## config.mk

```make
export PLATFORM = sky130hd
export DESIGN_NAME = seg7_scan_ctrl
export DESIGN_NICKNAME = d
export VERILOG_FILES = /design/src/rtl/seg7_pkg.sv /design/src/rtl/seg7_decoder.sv /design/src/rtl/seg7_scan_ctrl.sv
export SDC_FILE = /design/constraint.sdc
export NUM_CORES = 1
export LEC_CHECK = 0
export BUFFER_PORTS_ARGS = -buffer_cell sky130_fd_sc_hd__buf_2
export CAP_MARGIN = 20
export CELL_PAD_IN_SITES_DETAIL_PLACEMENT = 1
export CELL_PAD_IN_SITES_GLOBAL_PLACEMENT = 1
export CORE_MARGIN = 2
export CORE_UTILIZATION = 25
export CTS_CLUSTER_DIAMETER = 200
export DETAILED_ROUTE_END_ITERATION = 16
export PLACE_DENSITY_LB_ADDON = 0.1
export SYNTH_ARGS = -nofsm -noshare
export SYNTH_HDL_FRONTEND = slang
export SYNTH_SLANG_ARGS = --single-unit
```

## constraint.sdc

```tcl
create_clock -name clk -period 8.4 [get_ports clk]
set_input_delay 0.42 -clock clk [delete_from_list [all_inputs] [get_ports clk]]
set_output_delay 0.42 -clock clk [all_outputs]
set_load 0.03 [all_outputs]
```

## src/rtl/seg7_pkg.sv

```systemverilog
// Shared types, glyph constants and hex-to-segment helper for the 7-segment scan controller.
package seg7_pkg;

  typedef logic [3:0] bright_t;

  // Segment order {a,b,c,d,e,f,g,dp}, active high
  localparam logic [7:0] SEG_0     = 8'hFC;
  localparam logic [7:0] SEG_1     = 8'h60;
  localparam logic [7:0] SEG_2     = 8'hDA;
  localparam logic [7:0] SEG_3     = 8'hF2;
  localparam logic [7:0] SEG_4     = 8'h66;
  localparam logic [7:0] SEG_5     = 8'hB6;
  localparam logic [7:0] SEG_6     = 8'hBE;
  localparam logic [7:0] SEG_7     = 8'hE0;
  localparam logic [7:0] SEG_8     = 8'hFE;
  localparam logic [7:0] SEG_9     = 8'hF6;
  localparam logic [7:0] SEG_A     = 8'hEE;
  localparam logic [7:0] SEG_B     = 8'h3E;
  localparam logic [7:0] SEG_C     = 8'h9C;
  localparam logic [7:0] SEG_D     = 8'h7A;
  localparam logic [7:0] SEG_E     = 8'h9E;
  localparam logic [7:0] SEG_F     = 8'h8E;
  localparam logic [7:0] SEG_BLANK = 8'h00;

  function automatic logic [7:0] hex_to_seg(input logic [3:0] nib);
    logic [7:0] seg;
    seg = SEG_BLANK;
    case (nib)
      4'h0: seg = SEG_0;
      4'h1: seg = SEG_1;
      4'h2: seg = SEG_2;
      4'h3: seg = SEG_3;
      4'h4: seg = SEG_4;
      4'h5: seg = SEG_5;
      4'h6: seg = SEG_6;
      4'h7: seg = SEG_7;
      4'h8: seg = SEG_8;
      4'h9: seg = SEG_9;
      4'hA: seg = SEG_A;
      4'hB: seg = SEG_B;
      4'hC: seg = SEG_C;
      4'hD: seg = SEG_D;
      4'hE: seg = SEG_E;
      4'hF: seg = SEG_F;
      default: seg = SEG_BLANK;
    endcase
    return seg;
  endfunction

endpackage

```

## src/rtl/seg7_decoder.sv

```systemverilog
// Combinational nibble + decimal point to segment pattern.
module seg7_decoder
  import seg7_pkg::*;
(
  input  logic [3:0] nibble,
  input  logic       dp,
  output logic [7:0] seg_c
);

  always_comb seg_c = hex_to_seg(nibble) | {7'd0, dp};

endmodule

```

## src/rtl/seg7_scan_ctrl.sv

```systemverilog
// Multiplexed 7-segment scan controller with PWM brightness, LZ suppression and frame latching.
// Optional blinking is enabled by defining SEG7_BLINK_EN.
module seg7_scan_ctrl
  import seg7_pkg::*;
#(
  parameter int unsigned NUM_DIGITS   = 8,
  parameter int unsigned SUB_CYCLES   = 12500,
  parameter int unsigned BLINK_FRAMES = 125
) (
  input  logic                    clk,
  input  logic                    rst,
  input  logic [4*NUM_DIGITS-1:0] hex_in,
  input  logic [NUM_DIGITS-1:0]   dp_in,
  input  logic [NUM_DIGITS-1:0]   blank_in,
  input  logic [3:0]              bright_in,
  input  logic                    lz_en,
  input  logic [NUM_DIGITS-1:0]   blink_mask,
  output logic [NUM_DIGITS-1:0]   seg_en,
  output logic [7:0]              seg_out0,
  output logic [7:0]              seg_out1,
  output logic                    frame_start
);

  localparam int unsigned SUB_W = (SUB_CYCLES > 1) ? $clog2(SUB_CYCLES) : 1;
  localparam int unsigned IDX_W = $clog2(NUM_DIGITS);

  logic [SUB_W-1:0] sub_cnt;
  logic [3:0]       phase;
  logic [IDX_W-1:0] idx;
  logic             sub_last, slot_last, frame_last;

  assign sub_last   = (sub_cnt == SUB_W'(SUB_CYCLES - 1));
  assign slot_last  = sub_last && (phase == 4'd15);
  assign frame_last = slot_last && (idx == IDX_W'(NUM_DIGITS - 1));

  // Scan timing: sub-slot cycles -> PWM phase -> digit index
  always_ff @(posedge clk) begin
    if (rst) begin
      sub_cnt <= '0;
      phase   <= '0;
      idx     <= '0;
    end else if (sub_last) begin
      sub_cnt <= '0;
      phase   <= phase + 4'd1;
      if (slot_last) idx <= frame_last ? '0 : idx + IDX_W'(1);
    end else begin
      sub_cnt <= sub_cnt + SUB_W'(1);
    end
  end

  // A digit is LZ-blanked when it and every digit above it show a bare zero
  logic [NUM_DIGITS-1:0] lz_blank;
  logic                  zero_above;
  always_comb begin
    zero_above = 1'b1;
    lz_blank   = '0;
    for (int i = NUM_DIGITS - 1; i >= 0; i--) begin
      zero_above  = zero_above && (hex_in[4*i +: 4] == 4'd0) && !dp_in[i];
      lz_blank[i] = lz_en && zero_above && (i != 0);
    end
  end

  logic [4*NUM_DIGITS-1:0] sh_hex;
  logic [NUM_DIGITS-1:0]   sh_dp, sh_blank;
  bright_t                 sh_bright;

  // Shadow copy taken only at the frame boundary so a frame never tears
  always_ff @(posedge clk) begin
    if (rst) begin
      sh_hex    <= '0;
      sh_dp     <= '0;
      sh_blank  <= '1;
      sh_bright <= 4'hF;
    end else if (frame_last) begin
      sh_hex    <= hex_in;
      sh_dp     <= dp_in;
      sh_blank  <= blank_in | lz_blank;
      sh_bright <= bright_in;
    end
  end

  logic [NUM_DIGITS-1:0] blink_blank;

`ifdef SEG7_BLINK_EN
  localparam int unsigned BF_W = (BLINK_FRAMES > 1) ? $clog2(BLINK_FRAMES) : 1;
  logic [NUM_DIGITS-1:0] sh_blink;
  logic [BF_W-1:0]       frame_cnt;
  logic                  blink_phase;

  always_ff @(posedge clk) begin
    if (rst) begin
      sh_blink    <= '0;
      frame_cnt   <= '0;
      blink_phase <= 1'b0;
    end else if (frame_last) begin
      sh_blink <= blink_mask;
      if (frame_cnt == BF_W'(BLINK_FRAMES - 1)) begin
        frame_cnt   <= '0;
        blink_phase <= ~blink_phase;
      end else begin
        frame_cnt <= frame_cnt + BF_W'(1);
      end
    end
  end

  assign blink_blank = sh_blink & {NUM_DIGITS{blink_phase}};
`else
  localparam int unsigned unused_blink_frames = BLINK_FRAMES;
  logic unused_blink_mask;
  assign unused_blink_mask = ^blink_mask;
  assign blink_blank       = '0;
`endif

  logic [7:0] glyph_c;
  logic       lit;

  seg7_decoder u_dec (
    .nibble (sh_hex[{idx, 2'b00} +: 4]),
    .dp     (sh_dp[idx]),
    .seg_c  (glyph_c)
  );

  assign lit = !(sh_blank[idx] | blink_blank[idx]) && (phase <= sh_bright);

  // Pin register: one cycle behind the counter state it reflects
  always_ff @(posedge clk) begin
    if (rst) begin
      seg_en      <= '0;
      seg_out0    <= SEG_BLANK;
      seg_out1    <= SEG_BLANK;
      frame_start <= 1'b0;
    end else begin
      seg_en      <= lit ? (NUM_DIGITS'(1) << idx) : '0;
      seg_out0    <= lit ? glyph_c : SEG_BLANK;
      seg_out1    <= lit ? glyph_c : SEG_BLANK;
      frame_start <= (idx == '0) && (phase == 4'd0) && (sub_cnt == '0);
    end
  end

endmodule

```

==> Yosys cells after proc, flatten, opt, wreduce, memory -nomap -nowiden <==
Memories as Yosys holds them, arrays and structs flattened. A register that Yosys moved wholly into a read port is not among the register bits.
Cells that the tools add are included.
{ "totals": {"in_bits": 63, "latchBits": 0, "memories": 2, "register_bits": 90, "ram_bits": 0, "rom_bits": 120, "output_inout_bits": 25} }
{ "mem_list": {"columns": ["memory", "words", "width", "rd", "rd_ports_with_merged_regs", "write_ports", "line", "text"], "rows": [
  ["(no name shown)", 16, 7, 1, 0, 0, "seg7_pkg.sv:28", "case (nib)"],
  ["(no name shown)", 8, 1, 1, 1, 0, "seg7_scan_ctrl.sv:123", "assign lit = !(sh_blank[idx] | blink_blank[idx]) && (phase <= sh_bright);"]
]} }
{ "classes": {"bitwise": 4, "reduce_logical": 46, "n_mux": 8, "div_mod_pow": 0, "n_addsub": 3, "magnitude_cmp": 2, "n_eq_ne": 3, "multipliers": 0, "n_shift": 2} }
{ "ops": {"columns": ["op", "n"], "rows": [
  ["4-bit logical NOT", 8],
  ["32-bit by 6-bit indexed part select with 4-bit output", 1],
  ["1-bit logical AND", 25],
  ["14-bit by 1-bit adder with 14-bit output (second input constant)", 1],
  ["14-bit == test (second input constant)", 1],
  ["14-bit logical NOT", 1],
  ["3-bit 2-to-1 mux", 3],
  ["1-bit logical NOT", 8],
  ["8-bit by 1-bit bitwise OR with 8-bit output", 1],
  ["8-bit bitwise OR", 1],
  ["1-bit by 3-bit << shifter with 8-bit output (first input constant)", 1],
  ["1-bit binary-select mux with 3-bit select", 2],
  ["4-bit by 1-bit adder with 4-bit output (second input constant)", 1],
  ["4-bit == test (second input constant)", 1],
  ["4-bit <= comparator", 1],
  ["3-bit by 4-bit less-than comparator with 1-bit output (second input constant)", 1],
  ["2-bit OR reduction", 2],
  ["3-bit by 1-bit adder with 3-bit output (second input constant)", 1],
  ["3-bit == test (second input constant)", 1],
  ["3-bit logical NOT", 1],
  ["1-bit 2-to-1 mux", 3],
  ["2-bit AND reduction", 1],
  ["1-bit NOT", 1],
  ["1-bit bitwise OR", 1]
]} }

==> Longest topological paths before layout <==
Gate-level depths: netlist of run 1.
{ "depth": {"depth_word": 16, "ltp_mapped": 10, "ltp_nobuf": 8} }

==> Modules after synthesis <==
A second synthesis of run 1 with hierarchy kept.
{ "hier_totals": {"hier_cells": 502, "area_unflattened_um2": 4563.1} }
{ "modules_own_cells": {"columns": ["module", "seq_area_each_um2", "area_per_inst_um2", "n_inst", "cells_each"], "rows": [
  ["seg7_scan_ctrl", 1801.7, 4251.6, 1, 467],
  ["seg7_decoder", 0.0, 311.5, 1, 35]
]} }

==> Worst setup path after synthesis of run 1 <==
Ideal clock, no wire load.
{ "synth_path": {"kind": "flip-flop to flip-flop", "from": "reg idx[0]", "to": "reg seg_out1[6]", "synth_period_minus_slack_ns": 2.775, "path_stages_with_launch": 10, "path_buffers": 2, "setup_time_ns": 0.126, "path_slack_ns": 5.625, "arrival_time_ns": 2.650, "path_cell_list": "dfxtp_1 > clkbuf_1 > buf_2 > mux4_2 > mux2i_1 > inv_1 > ha_1 > or2_2 > a21oi_1 > a211oi_1"} }
{ "synth_between": {"elab_chain_len": 7, "word_cells_on_any_way": 10, "cone_classes": "1 x shift; 2 x mux; 3 x bitwise; 3 x reduce/logical; 1 x memory"} }
{ "synth_rtl": {"columns": ["element", "line", "text"], "rows": [
  ["from (decl)", "seg7_scan_ctrl.sv:29", "logic [IDX_W-1:0] idx;"],
  ["from (signal assigned)", "seg7_scan_ctrl.sv:45", "if (slot_last) idx <= frame_last ? '0 : idx + IDX_W'(1);"],
  ["parallel branches: the longest is 7 deep, another holds memory read 16 x 7 bit", null, null],
  ["to (signal assigned)", "seg7_scan_ctrl.sv:135", "seg_out1 <= lit ? glyph_c : SEG_BLANK;"],
  ["to (decl)", "seg7_scan_ctrl.sv:20", "output logic [7:0] seg_out1,"]
]} }
Parallel ways; which one is timed is not known. The select of a mux whose other input is x is not followed.
A chain may end at the register's enable or synchronous reset.

==> Worst setup path after layout of run 1 <==
Ends and elaborated chain as after synthesis.

==> run metrics, run 1 <==
warnings from Yosys 0; CTS buffer count 9; most frequent cells in the layout nand2_1 (109), dfxtp_1 (90), buf_2 (79); H-Tree Depth 3; clk_lat worst skew 350 ps; number of diodes 0; max cap viols 0; Final Net Count 626; Cells after Synth 483; row count 47; post_cts resized 0; fin crit share 36.4%; Non-Filler Cell Area, Final 0.00499 mm^2; Pwr Density 179 mW/mm^2; RSZ-0062 raised after global routing no; worst ir drop on vdd 0.0978 mV; post-synthesis sequential area ratio 43.1%; Leak 2.07 nW; Layout area overhead 19.4%; width of the die 133 um; drt via density 4.42; Post-Syn Area per Cell 8.66 um^2; vias in the first global route 3473; clk_skew 9.14 ps; worst min-delay path class in2reg; Fmax 327 MHz; Max Fanout on Critical Path 10; Die Area 0.0178 mm^2; Starting Density 25.4%; final setup vio count 0; DRT Wirelength 11.3 mm; Slew Viols, Final 0; first-pass GRT wire length 18.6 mm; final hold violation count 0; GRT Util Overall 13.5%; DRT iter0 DRCs 180; CP endpoint kind flip-flop; initial antenna violation count 0; drt drc 0; final worst slack 5350 ps; WS Path Type reg2reg; DR pass1 iterations 4; placed cell areas 0.00468 mm^2; CTS tree built; Root Buffer clkbuf_16; synthesis-stage register bit count 90; via count 3382; GR Overflow Total 0; normalized max-slew margin 30.5%; Worst Tran Pin Value 1040 ps; syn_nets 566; startpoint types flip-flop; Fillers 1951; commonest non-fill, non-tap cell in the layout nand2_1; CORE AREA 0.0165 mm^2; outcome finished, final reports clean; io pins 88; post-place setup slack 5260 ps; Final min period 3050 ps; routed len/inst 14.8 um; pin count of the biggest net entering global routing 65; Yosys cell types 41; crit path DAT 3260 ps; Post-DP HPWL 8.21 mm; Hold-fix buffers, CTS 0; layout cell share with drive strength beyond 1 21.6%; chip height 133 um; Synth Cell Area 0.00418 mm^2; clk buf depth 2; post-CTS setup buffers 0; setup TNS 0 ps; clock sink count 90; Data required, critical path 8600 ps; Port Buffers 79; GPL Wtd Cong 0.730; CTS clk-pin slew, worst paths 60 ps; antenna viol nets, final 0
-- sequential cells by signal, indices dropped and copies added, names as in the netlist --
| name | flops |
|---|---|
| seg_en | 8 |
| phase | 4 |
| seg_out1 | 8 |
| sh_dp | 8 |
| sh_blank | 8 |
| idx | 3 |
| sh_hex | 32 |
| sub_cnt | 14 |
| sh_bright | 4 |
| frame_start | 1 |
-- Yosys cell counts --
master | number | area, um^2
mux2_2 | 1 | 11.3
o21ai_0 | 3 | 15.0
nor2b_1 | 2 | 12.5
a21oi_1 | 48 | 240
or4_4 | 1 | 11.3
buf_2 | 4 | 20.0
nor3_1 | 20 | 100
or2_2 | 3 | 18.8
nand2_1 | 109 | 409
a21o_1 | 1 | 7.51
clkbuf_1 | 17 | 63.8
nor4_4 | 1 | 21.3
nor3b_1 | 2 | 15.0
buf_6 | 5 | 56.3
nand4b_1 | 1 | 8.76
nand3_1 | 8 | 40.0
buf_4 | 9 | 67.6
xor2_1 | 9 | 78.8
inv_1 | 19 | 71.3
ha_1 | 20 | 250
or3_1 | 2 | 12.5
nor2_1 | 43 | 161
a211oi_1 | 4 | 30.0
mux2i_1 | 9 | 90.1
o21bai_1 | 5 | 37.5
nor4b_1 | 1 | 8.76
dfxtp_1 | 90 | 1800
mux4_2 | 12 | 270
a311oi_1 | 2 | 17.5
nor4_1 | 5 | 31.3
and2_1 | 1 | 6.26
xnor2_1 | 6 | 52.6
nand4_2 | 1 | 12.5
inv_2 | 1 | 3.75
nand3b_1 | 5 | 37.5
a221oi_1 | 1 | 8.76
a211o_1 | 1 | 8.76
and3_1 | 5 | 31.3
or4_1 | 1 | 7.51
nand4_1 | 4 | 25.0
and4_1 | 1 | 8.76
-- final timing paths --
kind                startpoint           end  slack (ps)  depth (start not counted)
hold / removal    bright_in[2]  sh_bright[2]         290                          3
hold reg to reg       sh_dp[5]      sh_dp[5]         450                          2
setup / recovery        idx[0]   seg_out1[6]        5350                          8
setup reg to reg        idx[0]   seg_out1[6]        5350                          8
-- per-layer routing --
metal	vias to the layer above	global-route usage (%)	part of all wire, %
met5	-	0	0
met4	0	4.79	1.5
met3	9	3.08	3.5
met2	65	20.2	43
met1	1571	19.1	52
li1	1737	-	-
-- area by class of cell --
type	instances	area [um^2]	share of cell area (%)
multi-input combinational	338	2100	42.1
sequential	90	1800	36.1
timing repair buffer	84	433	8.67
tap	220	275	5.51
clock buffer	11	243	4.86
inverter	20	75.1	1.50
clock inverter	3	65.1	1.30
-- worst max-delay path: stages, from the launching register on --
cell and delay [ps]:
dfxtp_1 610, buf_4 320, mux4_2 550, mux2i_1 470
inv_1 170, ha_1 250, or2_2 290, a21oi_1 170
a211oi_1 80
-- logic make-up (layout without fill, tap and decap cells) --
family / count (synthesis) / in the layout / share of synthesized area [%]
AND/OR/NAND/NOR: 216 / 216 / 23.4
flip-flops: 90 / 90 / 43.1
AO/OA/AOI/OAI: 65 / 65 / 8.73
buffers and inverters: 55 / 118 / 6.76
multiplexers: 22 / 22 / 8.88
adder cells (fa/ha/maj): 20 / 20 / 5.98
XOR/XNOR: 15 / 15 / 3.14
-- per-stage QoR --
stage	utilization [%]	power (mW)	hold slack, ps	cells
floorplan	-	0.452	433	483
global route	30.3	0.932	294	766
finish	30.3	0.893	289	766
detailed placement	28.4	0.473	447	751
global placement	28.4	0.473	440	751
CTS	30.3	0.912	277	765
-- report_power, final --
group          switching, mW  leakage [nW]  internal [mW]
registers            0.00162         0.726          0.428
clock network          0.166         0.151          0.265
logic                 0.0187          1.19         0.0141
Power figures use the tool's default switching activity.
==> inputs of run 2 (changes only) <==
==> constraint.sdc (replaced) <==
create_clock -name clk -period 2.46 [get_ports clk]
set_input_delay 0.123 -clock clk [delete_from_list [all_inputs] [get_ports clk]]
set_output_delay 0.123 -clock clk [all_outputs]
set_load 0.03 [all_outputs]
==> run 2 against run 1 <==
Net effect: via count rose by 3.6%; sequential power grew to 3.4 times the previous value; sequential share of layout area is 1.1 points lower; hold slack worse by 280 ps; die area stayed put; utilization increased by 0.91 points; first-iteration DRC count down 18%; design area rose by 3.0%; count of clock-buffer cells in the layout rose by 2; setup slack worse by 5100 ps; clock power rose to 3.1 times the previous value; clock skew rose by 1.5 ps; critical path type unchanged; highest routed layer unchanged.
==> run metrics, run 2 (synthesized netlist as in run 1, its figures left out) <==
Worst R2R Start idx[0]; GPL Wtd Cong 0.697; most frequent cells in the layout nand2_1 (109), dfxtp_1 (90), buf_2 (79); antenna viol nets, final 0; via count 3504; final setup vio count 0; number of diodes 0; DRT Wirelength 11.9 mm; clk_skew 10.6 ps; drt via density 4.48; layout cell share with drive strength beyond 1 22.8%; GRT Util Overall 14.2%; H-Tree Depth 3; setup TNS 0 ps; Slew Viols, Final 0; Die Area 0.0178 mm^2; Starting Density 25.4%; clock sink count 90; Layout area overhead 22.9%; Max Fanout on Critical Path 10; chip height 133 um; max cap viols 0; CTS buffer count 9; CTS tree built; width of the die 133 um; Worst Tran Pin Value 578 ps; commonest non-fill, non-tap cell in the layout nand2_1; GR Overflow Total 0; clk buf depth 2; outcome finished, final reports clean; final hold violation count 0; Final min period 2260 ps; routed len/inst 15.2 um; largest registers sh_hex (32), sub_cnt (14); Data required, critical path 2660 ps; Worst Setup SP idx[0]; crit path DAT 2460 ps; Most flops, register sh_hex; Tot Pwr 2.94 mW; HP Start dp_in[0]; normalized max-slew margin 61.2%; first-pass GRT wire length 19.5 mm; Final Net Count 640; CORE AREA 0.0165 mm^2; Post-DP HPWL 8.77 mm; Pwr Density 572 mW/mm^2; CTS clk-pin slew, worst paths 70 ps; pin count of the biggest net entering global routing 53; drt drc 0; CP endpoint kind flip-flop; io pins 88; worst ir drop on vdd 0.315 mV; Root Buffer clkbuf_16; startpoint types flip-flop; row count 47; DR pass1 iterations 4; Port Buffers 79; initial antenna violation count 0; clk_lat worst skew 350 ps; fin crit share 92.0%; Fmax 442 MHz; RSZ-0062 raised after global routing no; vias in the first global route 3606; Leak 2.13 nW; worst min-delay path class in2reg; Largest register FFs 32; WS Path Type reg2reg; DRT iter0 DRCs 147
run 2: critical path, cell delays in order, from the launching register on:
cell      delay, ps
dfxtp_1         380
buf_12          170
mux4_2          550
mux2i_4         170
inv_1           100
ha_1            220
or2_2           300
a21oi_1         170
a211oi_1         60
run 2: final timing paths:
check,cells past startpoint,end,slack (ps)
min,3,sh_dp[0],10
min reg2reg,2,sh_dp[4],460
max reg2reg,8,seg_out1[6],200
max,8,seg_out1[6],200
run 2: timing repair:
item                                   in CTS  in global routing
resized for setup                           0                  0
hold buffers                                3                  1
buffers inserted                            0                  0
endpoints found under the hold margin       3                  1
run 2: power breakdown:
| part | total, mW | switching [mW] | internal (mW) |
|---|---|---|---|
| Combinational | 0.119 | 0.0657 | 0.0532 |
| Sequential | 1.47 | 0.00559 | 1.46 |
| Clock | 1.35 | 0.567 | 0.786 |
run 2: layout make-up:
| cell class | instances | area, um^2 |
|---|---|---|
| Multi-Input combinational cell | 338 | 2110 |
| Clock buffer | 13 | 240 |
| Inverter | 20 | 75.1 |
| Fill cell | 1991 | 11300 |
| Timing Repair Buffer | 98 | 598 |
| Sequential cell | 90 | 1800 |
| Tap cell | 220 | 275 |
| Clock inverter | 3 | 40.0 |
run 2: per-layer routing:
layer  GRT usage (%)  vias to the layer above  share of wire (%)  routed length (um)
met1            18.7                     1672                 49                5780
li1                -                     1755                  -                   -
met5               0                        -                  0                   0
met2            22.9                       70                 46                5440
met4            3.19                        0               0.93                 110
met3            4.15                        7                4.7                 559
run 2: per-stage QoR:
step                      setup slack (ps)  cell area, um^2  util (%)  hold slack, ps  cells
after floorplan                       50.1             4200         -             247    483
after global placement                 239             4820      29.3             347    762
after detailed placement               209             4820      29.3             355    762
after CTS                              181             5130      31.2            1.03    781
after global routing                  49.4             5140      31.2            14.0    782
final                                  196             5140      31.2            12.9    782
